$ cat src/rtl/pwm_fc_mod.sv
// Phase-shifted PWM modulator for an N-cell flying-capacitor leg.
// A master up-counter drives one triangular carrier per cell, each offset by
// 2*PERIOD/N_CELLS. A duty request is compared against each carrier. Each cell
// has a dead-time stage that keeps both of its switches off after every change
// and on every restart. A latched fault forces all gates off.
module pwm_fc_mod #(
  parameter int unsigned N_CELLS   = 4,
  parameter int unsigned CNT_W     = 12,
  parameter int unsigned PERIOD    = 1250,
  parameter int unsigned DEAD_TIME = 10
) (
  input  logic                 clk_i,
  input  logic                 rst_i,
  input  logic                 en_i,
  input  logic [CNT_W-1:0]     duty_i,
  input  logic                 duty_valid_i,
  output logic                 duty_ready_o,
  input  logic                 fault_i,
  input  logic                 fault_clr_i,
  output logic                 fault_o,
  output logic                 sync_o,
  output logic [2*N_CELLS-1:0] pwm_o
);

  localparam int unsigned Cw1 = CNT_W + 1;
  localparam int unsigned Cw2 = CNT_W + 2;
  localparam int unsigned P2  = 2 * PERIOD;
  localparam int unsigned DtW = (DEAD_TIME < 2) ? 1 : $clog2(DEAD_TIME + 1);

  localparam logic [Cw1-1:0] CntMax = Cw1'(P2 - 1);
  localparam logic [Cw1-1:0] PerW   = Cw1'(PERIOD);
  localparam logic [Cw2-1:0] P2W    = Cw2'(P2);
  localparam logic [Cw2-1:0] PerW2  = Cw2'(PERIOD);
  localparam logic [DtW-1:0] DtLoad = DtW'(DEAD_TIME);

  logic                 running;
  logic [Cw1-1:0]       cnt_q, cnt_d;
  logic [Cw1-1:0]       duty_q, duty_d;
  logic [Cw1-1:0]       pval_q, pval_d;
  logic [Cw1-1:0]       duty_cl;
  logic                 pend_q, pend_d;
  logic                 hs;
  logic [N_CELLS-1:0]   raw_q, raw_d;
  logic [N_CELLS-1:0]   chg;
  logic                 run_q;
  logic [DtW-1:0]       dt_q [N_CELLS];
  logic [DtW-1:0]       dt_d [N_CELLS];
  logic [Cw2-1:0]       ps   [N_CELLS];
  logic [Cw2-1:0]       ph   [N_CELLS];
  logic [Cw2-1:0]       car  [N_CELLS];
  logic [2*N_CELLS-1:0] out_q, out_d;
  logic                 sync_q, sync_d;
  logic                 fault_q, fault_d;

  // The counter only runs while enabled and free of faults.
  assign running      = en_i & ~fault_q;
  assign duty_ready_o = ~pend_q;
  assign fault_o      = fault_q;
  assign sync_o       = sync_q;
  // Gate the outputs as soon as the fault latches, before the stages clear.
  assign pwm_o        = fault_q ? '0 : out_q;

  // Master counter: wraps at 2*PERIOD-1 and is held at zero when stopped.
  always_comb begin
    cnt_d = '0;
    if (running) begin
      cnt_d = (cnt_q == CntMax) ? '0 : cnt_q + Cw1'(1);
    end
  end

  // Duty handshake into a one-deep pending slot, applied only at a period boundary.
  always_comb begin
    duty_cl = ({1'b0, duty_i} > PerW) ? PerW : {1'b0, duty_i};
    hs      = duty_valid_i & ~pend_q;
    pend_d  = pend_q;
    pval_d  = pval_q;
    duty_d  = duty_q;
    if (pend_q && (cnt_d == '0)) begin
      duty_d = pval_q;
      pend_d = 1'b0;
    end
    if (hs) begin
      pend_d = 1'b1;
      pval_d = duty_cl;
    end
  end

  // Per-cell carrier, compare and dead-time stage.
  always_comb begin
    out_d = '0;
    for (int unsigned k = 0; k < N_CELLS; k++) begin
      ps[k]  = {1'b0, cnt_q} + Cw2'(k * P2 / N_CELLS);
      ph[k]  = (ps[k] >= P2W) ? ps[k] - P2W : ps[k];
      car[k] = (ph[k] < PerW2) ? ph[k] : P2W - Cw2'(1) - ph[k];
      raw_d[k] = running & ({1'b0, duty_q} > car[k]);
      // The first running cycle after a stop counts as a change so that a
      // restart always sits through a full dead time.
      chg[k] = (raw_d[k] != raw_q[k]) | ~run_q;
      if (!running || chg[k]) begin
        dt_d[k] = DtLoad;
      end else if (dt_q[k] != '0) begin
        dt_d[k] = dt_q[k] - DtW'(1);
      end else begin
        dt_d[k] = '0;
      end
      if (running && (dt_q[k] == '0)) begin
        out_d[2*k]   = raw_q[k];
        out_d[2*k+1] = ~raw_q[k];
      end
    end
  end

  // Fault latch: set wins over clear.
  always_comb begin
    fault_d = fault_q;
    if (fault_i) begin
      fault_d = 1'b1;
    end else if (fault_clr_i) begin
      fault_d = 1'b0;
    end
    // Registered one cycle after the counter shows zero so every period,
    // including the first after a restart, gets exactly one pulse.
    sync_d = running & (cnt_q == '0);
  end

  // State registers with synchronous reset.
  always_ff @(posedge clk_i) begin
    if (rst_i) begin
      cnt_q   <= '0;
      duty_q  <= '0;
      pval_q  <= '0;
      pend_q  <= 1'b0;
      raw_q   <= '0;
      run_q   <= 1'b0;
      out_q   <= '0;
      sync_q  <= 1'b0;
      fault_q <= 1'b0;
      for (int unsigned k = 0; k < N_CELLS; k++) begin
        dt_q[k] <= DtLoad;
      end
    end else begin
      cnt_q   <= cnt_d;
      duty_q  <= duty_d;
      pval_q  <= pval_d;
      pend_q  <= pend_d;
      raw_q   <= raw_d;
      run_q   <= running;
      out_q   <= out_d;
      sync_q  <= sync_d;
      fault_q <= fault_d;
      for (int unsigned k = 0; k < N_CELLS; k++) begin
        dt_q[k] <= dt_d[k];
      end
    end
  end

endmodule

$ cat config.mk
export PLATFORM = sky130hd
export DESIGN_NAME = pwm_fc_mod
export DESIGN_NICKNAME = d
export VERILOG_FILES = /design/src/rtl/pwm_fc_mod.sv
export SDC_FILE = /design/constraint.sdc
export NUM_CORES = 1
export LEC_CHECK = 0
export BUFFER_PORTS_ARGS = -buffer_cell sky130_fd_sc_hd__buf_2
export CAP_MARGIN = 20
export CORE_MARGIN = 5
export CORE_UTILIZATION = 45
export CTS_BUF_LIST = sky130_fd_sc_hd__clkbuf_8 sky130_fd_sc_hd__clkbuf_16
export CTS_CLUSTER_DIAMETER = 50
export DETAILED_ROUTE_END_ITERATION = 8
export PLACE_DENSITY = 0.7
export RECOVER_POWER = 100
export SLEW_MARGIN = 20
export SYNTH_ARGS = -nofsm -noshare
export SYNTH_HDL_FRONTEND = slang
export SYNTH_SLANG_ARGS = --single-unit
$ cat constraint.sdc
create_clock -name clk_i -period 7.5 [get_ports clk_i]
set_input_delay 0 -clock clk_i [delete_from_list [all_inputs] [get_ports clk_i]]
set_output_delay 0 -clock clk_i [all_outputs]
set_load 0.005 [all_outputs]
# Yosys cells after proc, flatten, opt, wreduce, memory -nomap -nowiden
# Memories as Yosys holds them, arrays and structs flattened.
# Cells that the tools add are included.
# word_totals
input_bits	18
output_inout_bits	11
ram_bits	16
ff_bits	55
n_memories	1
word_cells	130
# mem_list
memory	depth	word_bits	read_ports	rd_ports_with_merged_regs	write_ports	line	text
dt_q	4	4	4	0	4	46	logic [DtW-1:0] dt_q [N_CELLS];
# op_classes
muxes	31
add_sub_neg	16
n_bitwise	26
magnitude_cmp	13
n_reduce_logical	26
eq_ne	5
# op_table
op	count
$mux W14	8
$gt A13 B14 Y1	4
$lt A14 B11 Y1 const B	4
$sub A12 B14 Y14 const A	4
$mux W4	12
$ge A14 B12 Y1 const B	3
$sub A14 B12 Y14 const B	3
$add A13 B11 Y14 const B	2
$logic_not A13 Y1	2
$mux W13	2
$logic_not A4 Y1	4
$reduce_bool A4 Y1	4
$sub A4 B1 Y4 const B	4
$add A13 B10 Y14 const B	1
$sub A13 B12 Y14 const B	1
$add A13 B1 Y13 const B	1
$eq A13 B12 Y1 const B	1
$ge A13 B12 Y1 const B	1
$gt A12 B11 Y1 const B	1
$mux W12	1
$not A1 Y1	11
$mux W8	1
$or A1 B1 Y1	8
$reduce_or A2 Y1	4
7 further kinds	30

# Logic depth before layout (Yosys ltp)
# depth
word_depth	12
ltp_mapped	32
ltp_nobuf	31

# Worst setup path after synthesis
# No wires, ideal clock.
# synth_timing
path_kind	register to register
from	reg cnt_q[1]
to	mem dt_q[2][3] in the netlist's numbering
stages_incl_launch_ff	32
arrival_ns	5.848
setup_slack_ns	1.529
setup_ns	0.123
path_cell_list	dfxtp_1 > ha_1 > buf_6 > a311o_2 > o21ai_2 > mux2i_1 > a22oi_4 > o21ai_2 > buf_2 > nor2_1 > a21oi_1 > ha_1 > nor2b_1 > nand3_1 > o31ai_1 > o41ai_1 > o221ai_1 > buf_4 > nand2_1 > o21a_1 > ha_1 > a21o_1 > a21o_1 > a211oi_1 > o21ai_0 > a21o_1 > a21oi_1 > nor4_1 > a32oi_1 > xor2_1 > and2_1 > o21ai_0
# synth_rtl
element	line	text
start, declared	37	logic [Cw1-1:0] cnt_q, cnt_d;
start signal, assigned	142	cnt_q <= cnt_d;
end, declared	46	

==> summary.txt <==
Outcome
  – Outcome: completed

Placed design
  – Placed Instances: 1349
  – IO buf count: 28
  – Place WS: 0.728 ns
  – Final HPWL DP: 18900 um
  – RD Place Congestion: 0.950

Cells and area
  – FILL cells: 1814
  – NumNets Final: 1229
  – Ant. Diodes: 0
  – Layout cells sized above 1: 10.0%
  – Layout Utilization: 49.4%
  – Fin cells: 1380
  – Syn-to-layout area delta: 8.50%

Worst setup path
  – Max incr delay on CP: 0.69 ns
  – Critical path endpoint: dt_q[3][2]$_SDFF_PP0_
  – Critical path launch point type: register
  – WS Path Type: reg2reg
  – Worst setup startpoint: cnt_q[0]$_SDFF_PP0_
  – Worst r2r path cells: 29
  – Critical path depth: 29
  – Worst Path Arrival: 7.16 ns
  – WP data required: 7.74 ns
  – Crit-path slowest cell: dfxtp_1
  – Most repeated library cell on the critical path: ha_1
  – Max Fanout on Critical Path: 15
  – FF-to-FF End: dt_q[3][2]$_SDFF_PP0_
  – Largest delay contributor family on the critical path: compound AO/OA/AOI/OAI gates
  – Crit path buffers/inverters: 4
  – Reg2Reg Setup Slack: 0.57 ns
  – Setup crit end kind: register
  – Reg2reg start: cnt_q[0]$_SDFF_PP0_

Detailed routing
  – Antenna Nets Post-Route: 0
  – Routed WL: 25000 um
  – Vias/cell: 6.23
  – 1st-iter DRT viols: 701
  – DR DRC count: 0
  – Wirelength per Cell: 18.1 um
  – Vias: 8604
  – Pre-Repair DR Iteration Count: 5

Timing
  – Final WS setup: 0.574 ns
  – Max Clock Skew: 0.0121 ns
  – Tightest Pin Transition: 0.822 ns
  – RSZ-0062 raised after global routing: no
  – Crit share post-route: 92.3%
  – Slew HR: 45.1%
  – Hold Fails Final Rpt: 0
  – Fmax: 144 MHz
  – Fin crit period: 6.93 ns
  – Setup TNS: 0 ns
  – Final slew viol count: 0
  – Final setup fails: 0

CTS
  – Num CTS Buffers: 9
  – Clock slew at reported path FFs: 0.06 ns
  – Clock sink count: 69
  – H-tree levels: 3
  – Clock Latency Late Sink: 0.35 ns
  – CTS tree: yes
  – Clk buf depth: 2
  – Root buffer cell: clkbuf_16

Synth
  – Ys async rst share: 0%
  – Synth Flop Type: dfxtp_1
  – Netlist cell types: 106
  – Yosys warning count: 0
  – Synth Cell Area: 0.00846 mm2
  – Mapped Nets: 1209
  – Synth Instances: 1121
  – Post-synth EDFFs: 0
  – Avg Cell Area, Syn: 7.55 um2
  – #FFs+latches synth: 69
  – Post-synthesis sequential area ratio: 16.3%

Worst hold path
  – Worst hold start: rst_i
  – Hold path cells: 2
  – HP Class: in2reg

Power
  – Cell Pwr Density: 104 mW/mm2
  – Leakage Power: 3.45 nW
  – Design Power: 0.000955 W
  – Peak VDD IR: 124 uV

Flow run
  – Number of max-cap violations: 0

Global route
  – Grt ovf: 0
  – Initial antenna violation count: 0
  – Vias in the first global route: 7959
  – GRT Total Usage: 22.6%
  – Largest net degree at the start of global routing: 34
  – First-pass GRT wire length: 40300 um

Die
  – Core area: 0.0186 mm2
  – # IOs: 29
  – Row count: 50
  – Die X: 147 um
  – Die H: 147 um
  – DIE AREA: 0.0216 mm2
  – Initial Util: 45.5%
[synthesized netlist by cell type, types with 14 or more instances]
master / n / area share (%)
a21o_1: 16 / 1.4
nor3_1: 44 / 2.6
nor4_1: 17 / 1.3
nand4_1: 23 / 1.7
dfxtp_1: 69 / 16
ha_1: 70 / 10
o21ai_0: 44 / 2.6
xnor2_1: 79 / 8.2
inv_1: 35 / 1.6
clkbuf_1: 15 / 0.67
nand2_1: 97 / 4.3
xor2_1: 15 / 1.6
and2_1: 14 / 1.0
buf_2: 22 / 1.3
nor2b_1: 20 / 1.5
a21oi_1: 79 / 4.7
nand3_1: 42 / 2.5
nor2_1: 118 / 5.2
and3_1: 18 / 1.3
[cells by family after synthesis]
| family | after synthesis | share of synthesized area [%] |
|---|---|---|
| compound gates | 312 | 27.2 |
| xor+xnor | 101 | 11.2 |
| fa+ha+maj | 70 | 10.4 |
| buf+inv | 92 | 5.04 |
| flops | 69 | 16.3 |
| mux | 11 | 1.36 |
| simple gates | 466 | 28.6 |
[through the flow]
step,cell area [um2],hold slack (ns)
2_1_floorplan,8460,0.0716
3_5_place_dp,8740,0.212
3_3_place_gp,8740,0.210
5_1_grt,9180,0.223
6_report,9180,0.193
4_1_cts,9220,0.175
[registers in the layout, summed over array words and instances (netlist names), 4 cells and up]
| register | flops |
|---|---|
| out_q | 8 |
| pval_q | 12 |
| raw_q | 4 |
| cnt_q | 13 |
| dt_q | 16 |
| duty_q | 12 |
[placed cells by master, fill, tap and decap left out, types with 17 or more instances in the layout]
cell type,netlist,layout
nor2b_1,20,20
nor3_1,44,44
dfxtp_1,69,69
nand2_1,97,97
nor2_1,118,119
a21oi_1,79,80
xnor2_1,79,80
ha_1,70,68
nand3_1,42,42
o21ai_0,44,44
nand4_1,23,23
buf_2,22,19
inv_1,35,35
nor4_1,17,17
and3_1,18,18
[report_power, final]
part | switching, W | total, W | internal (W)
clock network | 0.000184 | 0.000480 | 0.000296
logic | 0.0000500 | 0.0000893 | 0.0000393
registers | 0.0000116 | 0.000386 | 0.000375
[timing repair]
action	in CTS	in global routing
setup endpoints to repair	0	4
buffers inserted	0	0
gates resized for setup	0	3
hold buffers	15	0
endpoints found under the hold margin	13	0
[metal layers]
| layer | vias up | GRT usage, % | part of all wire (%) |
|---|---|---|---|
| li1 | 4206 | - | - |
| met1 | 4014 | 29.8 | 45 |
| met2 | 313 | 37.0 | 46 |
| met3 | 71 | 3.15 | 5.9 |
| met4 | 0 | 9.51 | 3.7 |
| met5 | - | 0 | 0 |
[how the worst min path moves through the flow]
stage	to	slack [ns]
after floorplan	raw_q[1]$_SDFF_PP0_	0.07
after global placement	fault_o$_SDFFE_PP0P_	0.21
after detailed placement	fault_o$_SDFFE_PP0P_	0.21
after CTS	fault_o$_SDFFE_PP0P_	0.18
after global routing	pval_q[0]$_SDFFE_PP0P_	0.22
final	raw_q[0]$_SDFF_PP0_	0.19
[cell type report]
| cell class | instances | area (um2) | share of cell area [%] |
|---|---|---|---|
| multi-input combinational | 960 | 6630 | 72.2 |
| sequential | 69 | 1380 | 15.0 |
| timing repair buffer | 59 | 389 | 4.24 |
| tap | 234 | 293 | 3.19 |
| clock buffer | 9 | 225 | 2.45 |
| inverter | 42 | 158 | 1.72 |
| clock inverter | 7 | 104 | 1.13 |
(Power assumes the default switching activity.)
